<file path="src/rtl/pic_pkg.sv">
// Shared definitions for the interrupt controller and its acknowledge sequencer.
// Holds the sequencer state encoding and the protocol constants of both CPU modes.
package pic_pkg;

  typedef enum logic [2:0] {
    ST_IDLE,
    ST_LOW,
    ST_HIGH,
    ST_DONE,
    ST_COOL
  } seq_state_t;

  localparam logic [7:0] CALL_OPCODE = 8'hCD;
  localparam logic [1:0] ACKS_8086   = 2'd2;
  localparam logic [1:0] ACKS_8080   = 2'd3;

endpackage

</file>
<file path="src/rtl/sync_2ff.sv">
// Two-flop synchronizer for a single asynchronous level.
// It is reusable for the controller's IR inputs.
module sync_2ff (
  input  logic clk,
  input  logic reset_irr_bit,
  input  logic d,
  output logic q
);

  logic meta;

  always_ff @(posedge clk or posedge reset_irr_bit) begin
    if (reset_irr_bit) begin
      meta <= 1'b0;
      q    <= 1'b0;
    end else begin
      meta <= d;
      q    <= meta;
    end
  end

endmodule

</file>
<file path="src/rtl/inta_sequencer.sv">
// CPU-side interrupt-acknowledge initiator: issues the INTA_n pulse train for 8086/8080
// modes and captures the vector byte or the CALL address from the controller's data bus.
module inta_sequencer
  import pic_pkg::*;
#(
  parameter int PULSE_CYCLES = 4,
  parameter int GAP_CYCLES   = 2
) (
  input  logic        clk,
  input  logic        reset_irr_bit,
  input  logic        int_in,
  input  logic        enable,
  input  logic        mode_8086,
  input  logic [7:0]  data_in,
  output logic        inta_n,
  output logic [1:0]  ack_count,
  output logic        busy,
  output logic        vector_valid,
  output logic [7:0]  vector,
  output logic [15:0] call_addr,
  output logic        opcode_err
);

  localparam int MAX_CYCLES = (PULSE_CYCLES > GAP_CYCLES) ? PULSE_CYCLES : GAP_CYCLES;
  localparam int CNT_W      = $clog2(MAX_CYCLES + 1);
  localparam logic [CNT_W-1:0] PULSE_LOAD = CNT_W'(PULSE_CYCLES);
  localparam logic [CNT_W-1:0] GAP_LOAD   = CNT_W'(GAP_CYCLES);
  localparam logic [CNT_W-1:0] CNT_LAST   = CNT_W'(1);

  logic             int_s;
  seq_state_t       state, state_next;
  logic [CNT_W-1:0] cnt, cnt_next;
  logic [1:0]       target, target_next;
  logic [1:0]       ack_next;
  logic             mode_q, mode_next;
  logic             pulse_end;
  logic             first_ok;

  sync_2ff u_int_sync (
    .clk           (clk),
    .reset_irr_bit (reset_irr_bit),
    .d             (int_in),
    .q             (int_s)
  );

  always_ff @(posedge clk or posedge reset_irr_bit) begin
    if (reset_irr_bit) begin
      state     <= ST_IDLE;
      cnt       <= '0;
      target    <= ACKS_8086;
      mode_q    <= 1'b1;
      ack_count <= 2'd0;
    end else begin
      state     <= state_next;
      cnt       <= cnt_next;
      target    <= target_next;
      mode_q    <= mode_next;
      ack_count <= ack_next;
    end
  end

  // Every timed state counts down to 1 and leaves on the edge after that.
  always_comb begin
    state_next  = state;
    cnt_next    = cnt;
    target_next = target;
    mode_next   = mode_q;
    ack_next    = ack_count;
    pulse_end   = 1'b0;
    case (state)
      ST_IDLE: begin
        if (int_s && enable) begin
          mode_next   = mode_8086;
          target_next = mode_8086 ? ACKS_8086 : ACKS_8080;
          cnt_next    = PULSE_LOAD;
          state_next  = ST_LOW;
        end
      end
      ST_LOW: begin
        if (cnt == CNT_LAST) begin
          pulse_end = 1'b1;
          ack_next  = ack_count + 2'd1;
          if (ack_next < target) begin
            cnt_next   = GAP_LOAD;
            state_next = ST_HIGH;
          end else begin
            state_next = ST_DONE;
          end
        end else begin
          cnt_next = cnt - CNT_LAST;
        end
      end
      ST_HIGH: begin
        if (cnt == CNT_LAST) begin
          cnt_next   = PULSE_LOAD;
          state_next = ST_LOW;
        end else begin
          cnt_next = cnt - CNT_LAST;
        end
      end
      ST_DONE: begin
        cnt_next   = GAP_LOAD;
        state_next = ST_COOL;
      end
      ST_COOL: begin
        if (cnt == CNT_LAST) begin
          ack_next   = 2'd0;
          state_next = ST_IDLE;
        end else begin
          cnt_next = cnt - CNT_LAST;
        end
      end
      default: state_next = ST_IDLE;
    endcase
  end

  // Strobes are registered from the next state so they change cleanly on the edge.
  always_ff @(posedge clk or posedge reset_irr_bit) begin
    if (reset_irr_bit) begin
      inta_n       <= 1'b1;
      busy         <= 1'b0;
      vector_valid <= 1'b0;
    end else begin
      inta_n       <= (state_next != ST_LOW);
      busy         <= (state_next != ST_IDLE);
      vector_valid <= (state_next == ST_DONE);
    end
  end

  // Bytes land on the edge that ends a pulse; only the active mode's fields change.
  always_ff @(posedge clk or posedge reset_irr_bit) begin
    if (reset_irr_bit) begin
      vector     <= 8'h00;
      call_addr  <= 16'h0000;
      opcode_err <= 1'b0;
      first_ok   <= 1'b1;
    end else if (pulse_end) begin
      if (mode_q) begin
        if (ack_count == 2'd1) vector <= data_in;
      end else begin
        case (ack_count)
          2'd0:    first_ok        <= (data_in == CALL_OPCODE);
          2'd1:    call_addr[7:0]  <= data_in;
          default: call_addr[15:8] <= data_in;
        endcase
        if (state_next == ST_DONE) opcode_err <= !first_ok;
      end
    end
  end

endmodule

</file>
<file path="config.mk">
export PLATFORM = sky130hd
export DESIGN_NAME = inta_sequencer
export DESIGN_NICKNAME = d
export VERILOG_FILES = /design/src/rtl/pic_pkg.sv /design/src/rtl/sync_2ff.sv /design/src/rtl/inta_sequencer.sv
export SDC_FILE = /design/constraint.sdc
export NUM_CORES = 1
export LEC_CHECK = 0
export CAP_MARGIN = 5
export CORE_MARGIN = 1.5
export CORE_UTILIZATION = 43
export CTS_BUF_LIST = sky130_fd_sc_hd__clkbuf_8
export CTS_CLUSTER_DIAMETER = 40
export CTS_CLUSTER_SIZE = 8
export DETAILED_ROUTE_END_ITERATION = 16
export GPL_ROUTABILITY_DRIVEN = 1
export PLACE_DENSITY = 0.73
export SLEW_MARGIN = 20
export SYNTH_ARGS = -nofsm -noshare
export SYNTH_HDL_FRONTEND = slang
export SYNTH_SLANG_ARGS = --single-unit
export TNS_END_PERCENT = 5
</file>
<file path="constraint.sdc">
create_clock -name clk -period 1.7 [get_ports clk]
set_input_delay 0.34 -clock clk [delete_from_list [all_inputs] [get_ports clk]]
set_output_delay 0.34 -clock clk [all_outputs]
set_load 0.05 [all_outputs]
</file>
==> results_dict.tcl, run 1 <==
set metrics [dict create \
    status "finished, violations left" \
    violations "negative setup slack" \
    htreeDepth 2 \
    core.rowCount 23 \
    fin_crit_ns 1.77 \
    synth.distinct_cells 41 \
    antenna_found_initial 0 \
    fin_hold_ws_ns 0.362 \
    dr.pass1.iters 4 \
    min_period_over_period_pct 104 \
    maxCapViolCount 0 \
    portBuffers 42 \
    crit_arrival_ns 1.95 \
    syn_area_um2 1850 \
    ys_ff_latch 41 \
    maxSlewViolCount 0 \
    dieArea_um2 4710 \
    grt_max_degree 22 \
    antenna_cells 0 \
    yosys-top-cells-count "38 x dfrtp_1, 27 x mux2_2, 9 x inv_1, 9 x nand2_1, 9 x o21ai_0" \
    synth_flop_cell "dfrtp_1" \
    wl_per_cell_um 16.3 \
    ant_nets 0 \
    synth.most_common_cell "dfrtp_1" \
    worst_pin_slew_ns 0.409 \
    vias_per_cell 5.30 \
    cp-end-kind "flip-flop" \
    drc 0 \
    worstSkewPairLatency_ns 0.30 \
    cts.clk_slew.worst_paths_ns 0.07 \
    p_per_area_nw_per_um2 1860 \
    syn_avg_cell_area_um2 12.5 \
    crit_slowest_cell "dfrtp_2" \
    ys_top_cells_by_area "dfrtp_1 51%, mux2_2 16%, dfstp_2 4.3%" \
    crit_fanout 3 \
    cts_hold_buf 0 \
    post-place-ws_ns -0.211 \
    irDropWorstVdd_mv 0.865 \
    syn_inst 148 \
    cp_slowest_stage_delay_ns 0.45 \
    root_buffer "clkbuf_8" \
    start_kind "flip-flop" \
    synth_edf_count 0 \
    setup_slack_ns -0.0661 \
    syn-num-nets 165 \
    yosysTopAreaCellShare_pct 51.3 \
    dp_hpwl_um 3030 \
    gr-total-overflow 0 \
    finalSetupViolations 11 \
    grt_pass1_vias 1375 \
    clock-sinks 41 \
    cpMostUsedCell "buf_4" \
    crit_chain "ha_4 -> buf_4 -> and2b_1 -> o31ai_4 -> o221ai_2 -> buf_4 -> a21o_1" \
    relSlewSlack_pct 72.5 \
    die_y_um 68.7 \
    drt-initial-drc-count 47 \
    initial_utilization_pct 45.4 \
    cts_buffer_depth 2 \
    ys_seq_area_share_pct 55.5 \
    min_path_type "reg2reg" \
    numCtsBuffers 5 \
    clock_skew_ns 0.00935 \
    clock.fmax_mhz 566 \
    io_pins 43 \
    rsz0062_at_grt "yes" \
    path_class "reg2reg" \
    yosysTopAreaCell "dfrtp_1" \
    gp_congestion 0.834 \
    worstPathRequired_ns 1.88 \
    async_flop_share_pct 100 \
    leakage_nw 1.26 \
    fp.dieW_um 68.7 \
    cts_tree "built" \
    area_growth_pct 43.3 \
    vias 1388 \
    grt_use_total_pct 19.4 \
    yosysWarningCount 0 \
    drt_wl_total_um 4280 \
    drive_above_1_share_pct 48.1 \
    hold_violations 0 \
    fin_nets 228 \
    grt_pass1_wl_um 6570 \
    coreArea_um2 4090 \
]
sequential cells by signal, indices dropped and copies added, names as in the netlist:
name / count
state: 3
busy: 1
mode_q: 1
call_addr: 16
first_ok: 1
cnt: 3
target: 1
vector: 8
ack_count: 2
u_int_sync.q: 1
u_int_sync.meta: 1
vector_valid: 1
inta_n: 1
opcode_err: 1
power breakdown:
| part | switching [mW] | total (mW) | internal (mW) |
|---|---|---|---|
| logic | 1.51 | 2.62 | 1.11 |
| registers | 0.229 | 1.53 | 1.30 |
| clock network | 0.325 | 0.798 | 0.473 |
| total | 2.07 | 4.95 | 2.89 |
final timing paths:
check	from	endpoint	slack, ns	depth (start not counted)
worst max register to register	cnt[0]	cnt[0]	-0.07	7
worst min-delay path	u_int_sync.meta	u_int_sync.q	0.36	0
worst min register to register	u_int_sync.meta	u_int_sync.q	0.36	0
min in group asynchronous	reset_irr_bit	vector[4]	0.39	3
max in group asynchronous	reset_irr_bit	first_ok	1.02	3
worst max-delay path	cnt[0]	cnt[0]	-0.07	7
through the flow:
step | setup TNS [ns] | area, um^2 | std cells | power, mW | util, %
finish | -0.353 | 2660 | 262 | 4.95 | 65.0
global route | -1.76 | 2660 | 262 | 5.23 | 65.0
CTS | -0.728 | 2610 | 262 | 4.86 | 64.0
detailed placement | -3.06 | 2420 | 254 | 3.92 | 59.2
global placement | -1.23 | 2420 | 254 | 3.84 | 59.2
floorplan | -2.01 | 1860 | 148 | 3.07 | -
repair_timing:
item	in CTS	in global routing
pin swaps	2	2
gates resized for setup	16	9
endpoints found under the setup margin	27	28
buffers inserted	0	0
layer usage:
layer	part of all wire (%)	vias to the layer above	track usage, %
li1	-	656	-
met1	45	693	25.9
met2	50	32	30.6
met3	3.6	7	3.73
met4	1.4	0	8.25
met5	0	-	0
layout by cell type, fill, tap and decap left out, drive strengths merged, types with 2 or more instances in the layout:
master	n
clkdlybuf4s50	12
mux2	27
nand3	2
mux2i	3
a211oi	3
nor2	2
nor3	4
o21ai	9
buf	50
dfstp	3
nand2	9
clkbuf	6
ha	4
a21oi	6
dfrtp	38
inv	10
nor4	2
worst max-delay path: cells and delay by family, from the launching register on:
kind | cells | cell delay [ns]
flip-flops | 1 | 0.45
AO/OA/AOI/OAI | 3 | 0.54
buffers and inverters | 2 | 0.31
adder cells (fa/ha/maj) | 1 | 0.19
AND/OR/NAND/NOR | 1 | 0.19
cells by family after synthesis:
| kind of cell | after synthesis | synth area share (%) |
|---|---|---|
| simple gates | 31 | 11.0 |
| compound gates | 25 | 8.30 |
| xor+xnor | 2 | 0.945 |
| buf+inv | 15 | 3.51 |
| flops | 41 | 55.5 |
| mux | 30 | 18.0 |
| fa+ha+maj | 4 | 2.70 |
cell type report:
| class | instances | area [um^2] |
|---|---|---|
| Clock inverter | 2 | 33.8 |
| Tap cell | 50 | 62.6 |
| Multi-Input combinational cell | 92 | 867 |
| Inverter | 9 | 33.8 |
| Timing Repair Buffer | 62 | 544 |
| Sequential cell | 41 | 1030 |
| Fill cell | 304 | 1430 |
| Clock buffer | 6 | 82.6 |
Note: power is estimated with default switching activity, not from simulation.
==> inputs of run 2 (changes only) <==
--- a/config.mk
+++ b/config.mk
@@ -7,13 +7,14 @@
 export LEC_CHECK = 0
 export CAP_MARGIN = 5
 export CORE_MARGIN = 1.5
-export CORE_UTILIZATION = 43
+export CORE_UTILIZATION = 46
 export CTS_BUF_LIST = sky130_fd_sc_hd__clkbuf_8
 export CTS_CLUSTER_DIAMETER = 40
 export CTS_CLUSTER_SIZE = 8
 export DETAILED_ROUTE_END_ITERATION = 16
 export GPL_ROUTABILITY_DRIVEN = 1
-export PLACE_DENSITY = 0.73
+export PLACE_DENSITY = 0.77
+export SKIP_LAST_GASP = 1
 export SLEW_MARGIN = 20
 export SYNTH_ARGS = -nofsm -noshare
 export SYNTH_HDL_FRONTEND = slang
==> constraint.sdc (replaced) <==
create_clock -name clk -period 1.7 [get_ports clk]
set_input_delay 0.255 -clock clk [delete_from_list [all_inputs] [get_ports clk]]
set_output_delay 0.255 -clock clk [all_outputs]
set_load 0.05 [all_outputs]
==> results_dict.tcl, run 2 (same netlist as run 1, synthesis figures left out) <==
set metrics [dict create \
    status "finished, violations left" \
    violations "negative setup slack" \
    vias_per_cell 5.39 \
    reg_top3 "call_addr: 16 flops, vector: 8 flops" \
    fin_hold_ws_ns 0.313 \
    reg2reg_to "cnt[0]" \
    cts_buffer_depth 2 \
    wl_per_cell_um 16.0 \
    dr.pass1.iters 4 \
    antenna_cells 0 \
    cts_tree "built" \
    worstRegToRegCells 7 \
    crit_fanout 3 \
    clock_skew_ns 0.00511 \
    setup_slack_ns -0.0457 \
    design_power_total_mw 4.79 \
    vias 1390 \
    path_class "reg2reg" \
    rrSetupSlack_ns -0.05 \
    core.rowCount 22 \
    finalSetupViolations 19 \
    cts.clk_slew.worst_paths_ns 0.08 \
    relSlewSlack_pct 75.8 \
    drt-initial-drc-count 31 \
    grt_max_degree 42 \
    clock.fmax_mhz 573 \
    worstPathRequired_ns 1.89 \
    place_inst 250 \
    drt_wl_total_um 4130 \
    numCtsBuffers 5 \
    cts_setup_buffers 0 \
    r2r_start "cnt[0]" \
    clock-sinks 41 \
    fin_crit_ns 1.75 \
    drive_above_1_share_pct 46.7 \
    grt_pass1_wl_um 6640 \
    portBuffers 42 \
    die_y_um 66.5 \
    initial_utilization_pct 49.2 \
    hold_violations 0 \
    p_per_area_nw_per_um2 1840 \
    start_kind "flip-flop" \
    area_growth_pct 39.9 \
    antenna_found_initial 0 \
    top_register "call_addr" \
    min_period_over_period_pct 103 \
    worstSkewPairLatency_ns 0.30 \
    htreeDepth 2 \
    maxCapViolCount 0 \
    grt_use_total_pct 20.6 \
    fp.dieW_um 66.5 \
    root_buffer "clkbuf_8" \
    leakage_nw 1.24 \
    min_path_type "in2async" \
    largest_register_ffs 16 \
    dieArea_um2 4420 \
    crit_arrival_ns 1.94 \
    cts_hold_buf 0 \
    grt_pass1_vias 1433 \
    gp_congestion 0.890 \
    ant_nets 0 \
    io_pins 43 \
    coreArea_um2 3770 \
    final_common_cell "buf_4" \
    rsz0062_at_grt "yes" \
    drc 0 \
    irDropWorstVdd_mv 0.940 \
    cp-end-kind "flip-flop" \
    dp_hpwl_um 2920 \
    fin_nets 226 \
    instances_no_fill 258 \
    worst_pin_slew_ns 0.359 \
    maxSlewViolCount 0 \
    mostFrequentLayoutCells "44 x buf_4, 36 x dfrtp_1, 19 x mux2_2" \
    gr-total-overflow 0 \
]
run 2: per-stage QoR:
stage	area, um^2	utilization [%]	worst slack, ns	TNS [ns]
after CTS	2590	68.7	-0.0640	-0.877
final	2590	68.8	-0.0457	-0.452
after global routing	2590	68.8	-0.116	-2.41
after global placement	2400	63.7	-0.0825	-1.28
after floorplan	1860	-	-0.126	-2.01
after detailed placement	2400	63.7	-0.128	-2.38
run 2: what timing repair did:
item,CTS,global route
cloned,0,0
pin swaps,1,1
hold endpoints to repair,0,0
setup endpoints to repair,27,28
resized for setup,15,1
run 2: metal layers:
| layer | GRT usage [%] | up-vias | wire [um] |
|---|---|---|---|
| li1 | - | 642 | - |
| met1 | 24.4 | 704 | 1670 |
| met2 | 36.1 | 36 | 2250 |
| met3 | 3.72 | 8 | 126 |
| met4 | 9.69 | 0 | 83 |
| met5 | 0 | - | 0 |
run 2: how the worst max path moves through the flow:
stage           start            end  slack, ns
2_1_floorplan  cnt[1]  call_addr[10]      -0.13
3_3_place_gp   cnt[1]  call_addr[11]      -0.08
3_5_place_dp   cnt[1]  call_addr[11]      -0.13
4_1_cts        cnt[1]  call_addr[11]      -0.06
5_1_grt        cnt[1]  call_addr[11]      -0.12
6_report       cnt[0]         cnt[0]      -0.05
run 2: layout make-up:
cell class,count,area [um^2]
fillers,265,1180
flip-flops and latches,41,1030
multi-input cells,92,832
repair buffers,60,522
clock buffers,5,68.8
well taps,48,60.1
clock inverters,3,46.3
inverters,9,33.8
run 2: where the power goes:
| group | total, mW | switching (mW) | leakage (nW) | internal (mW) |
|---|---|---|---|---|
| clock network | 0.787 | 0.348 | 0.0543 | 0.439 |
| logic | 2.49 | 1.47 | 0.669 | 1.03 |
| registers | 1.50 | 0.206 | 0.517 | 1.30 |
run 2: worst max-delay path: stages, from the launching register on:
cell and delay (ns):
dfrtp_1 0.42, ha_4 0.19, buf_4 0.13, and2b_1 0.17
o31ai_2 0.25, o221ai_2 0.16, buf_4 0.17, a21o_1 0.16
==> variant (flow settings as in run 1) <==
The parameter `PULSE_CYCLES` goes from 4 to 2.
--- a/src/rtl/inta_sequencer.sv
+++ b/src/rtl/inta_sequencer.sv
@@ -3,7 +3,7 @@
 module inta_sequencer
   import pic_pkg::*;
 #(
-  parameter int PULSE_CYCLES = 4,
+  parameter int PULSE_CYCLES = 2,
   parameter int GAP_CYCLES   = 2
 ) (
   input  logic        clk,
Behaviour: not the same (Yosys sat finds a counterexample within 10 cycles, from zero or initial values and one cycle with reset_irr_bit high).
==> variant against run 1 <==
- maximum frequency increased by 4.9%
- wire length decreased by 8.6%
- worst setup slack improved by 0.083 ns
- final area decreased by 4.6%
- synthesized area decreased by 2.3%
- sequential cell count decreased by 1
- largest cell class unchanged
Power is left out: the tool's default activity adds up to more than one toggle a clock period on the data nets, which glitch-free logic cannot reach.
==> variant: results (changes against run 1) <==
Top cells by area, synth = dfrtp_1 51%, mux2_2 16%, dfstp_2 4.4%
Antenna cells = 0 (unchanged)
Worst EP arrival = 1.87 ns (-0.08 ns)
YS warnings = 0 (unchanged)
CTS Buf Count = 5 (unchanged)
# port buffers = 42 (unchanged)
Vias in the first global route = 1369 (-0.44%)
Top Registers = call_addr x16, vector x8, state x3
Slowest stage delay, CP = 0.42 ns (-0.03 ns)
Largest net degree at the start of global routing = 24 (+9.1%)
Initial antenna violation count = 0 (unchanged)
Area post-placement = 2365 sq um (-2.3%)
Final HPWL DP = 2911 microns (-4.0%)
Hold/Removal Path Class = input port to asynchronous set/reset pin
First-pass GRT wire length = 6410 microns (-2.4%)
Mux cell area share after synthesis = 0.1789 (-0.001295)
XOR/XNOR share of the synthesized area = 0.004834 (-0.004612)
Beginning of the critical path = cnt[0]
Root Buffer = clkbuf_8
Worst-Margin Slew = 0.3681 ns (-0.04064 ns)
Post-synth cell types = 42 (+2.4%)
Total GRT Usage = 0.1923 (-0.001281)
Layout cells sized above 1 = 0.5224 (+0.04126)
Status = complete, no violations
Most frequent cells after synthesis = 37 x dfrtp_1, 26 x mux2_2, 10 x inv_1
Mapped Nets = 150 (-9.1%)
Final Hold Fails = 0 (unchanged)
First-pass detailed-route iteration total = 4 (unchanged)
Total vias in the final route = 1319 (-5.0%)
CP Max Fanout = 4 (+1)
Synth Area in Compound Gates = 0.08978 (+0.006783)
Slowest CP cell = dfrtp_1
Longest Clk Path Bufs = 2 (unchanged)
Clock Skew = 0.006293 ns (-0.003060 ns)
Count leader, synth = dfrtp_1
H-tree lvl count = 2 (unchanged)
Pre-CTS setup slack = -0.08032 ns (+0.1304 ns)
Nets = 217 (-4.8%)
CTS clk-pin slew, worst paths = 0.08 ns
Later-pin clock latency in the skew report = 0.29 ns
Asr flop ratio synth = 1.000 (unchanged)
GP Congestion = 0.8514 (+2.1%)
Avg WL per Cell = 15.57 microns (-4.6%)
Detailed Route Iter0 Violations = 38 (-19%)
Seq/Total Area, Yosys = 0.5546 (-0.0007726)
Adder-cell share of the synthesized area = 0.02762 (+0.0006338)
## variant: cell families after synthesis
kind of cell,Yosys count
flip-flops,40
multiplexers,29
AND/OR/NAND/NOR,23
AO/OA/AOI/OAI,21
buffers and inverters,15
adder cells (fa/ha/maj),4
XOR/XNOR,1
## variant: path summary, 6_finish.rpt
path	to	cells after the start	slack, ns
worst max-delay path	cnt[1]	4	0.02
worst min-delay path	u_int_sync.q	2	0.29
worst max register to register	cnt[1]	4	0.02
worst min register to register	u_int_sync.q	0	0.36
max in group asynchronous	call_addr[4]	3	0.80
min in group clk	u_int_sync.q	0	0.36
## variant: critical path, delay by kind of cell (launching register included)
family / cells / cell delay (ns)
AOI/OAI and AO/OA: 1 / 0.30
muxes: 1 / 0.32
DFF: 1 / 0.42
and+or+nand+nor: 1 / 0.35
adders and majority gates: 1 / 0.19
## variant: metal layers
layer / track usage / up-vias / wire [microns]
met3: 0.04770 / 7 / 167
met1: 0.2359 / 652 / 1685
met5: 0 / - / 0
met2: 0.3260 / 43 / 1991
met4: 0.07500 / 0 / 64
li1: - / 617 / -
## variant: metrics by stage
step	cells	utilization	TNS, ns
floorplan	133	-	-1.044
global placement	241	0.5870	-0.3302
detailed placement	241	0.5870	-1.113
CTS	250	0.6199	-0.02640
global route	251	0.6292	-0.2554
finish	251	0.6292	0
## variant: layout make-up
class / instances / area [sq um]
fillers: 328 / 1494
clock buffers: 5 / 68.82
well taps: 50 / 62.56
clock inverters: 3 / 42.54
inverters: 10 / 37.54
repair buffers: 65 / 534.3
multi-input cells: 78 / 782.0
flip-flops and latches: 40 / 1007
## variant: timing repair
item                       4_1_cts  5_1_grt
pin swaps                        2        2
setup endpoints to repair       25       21
resized for setup                3        5
hold buffers                     0        0
setup buffers                    1        1
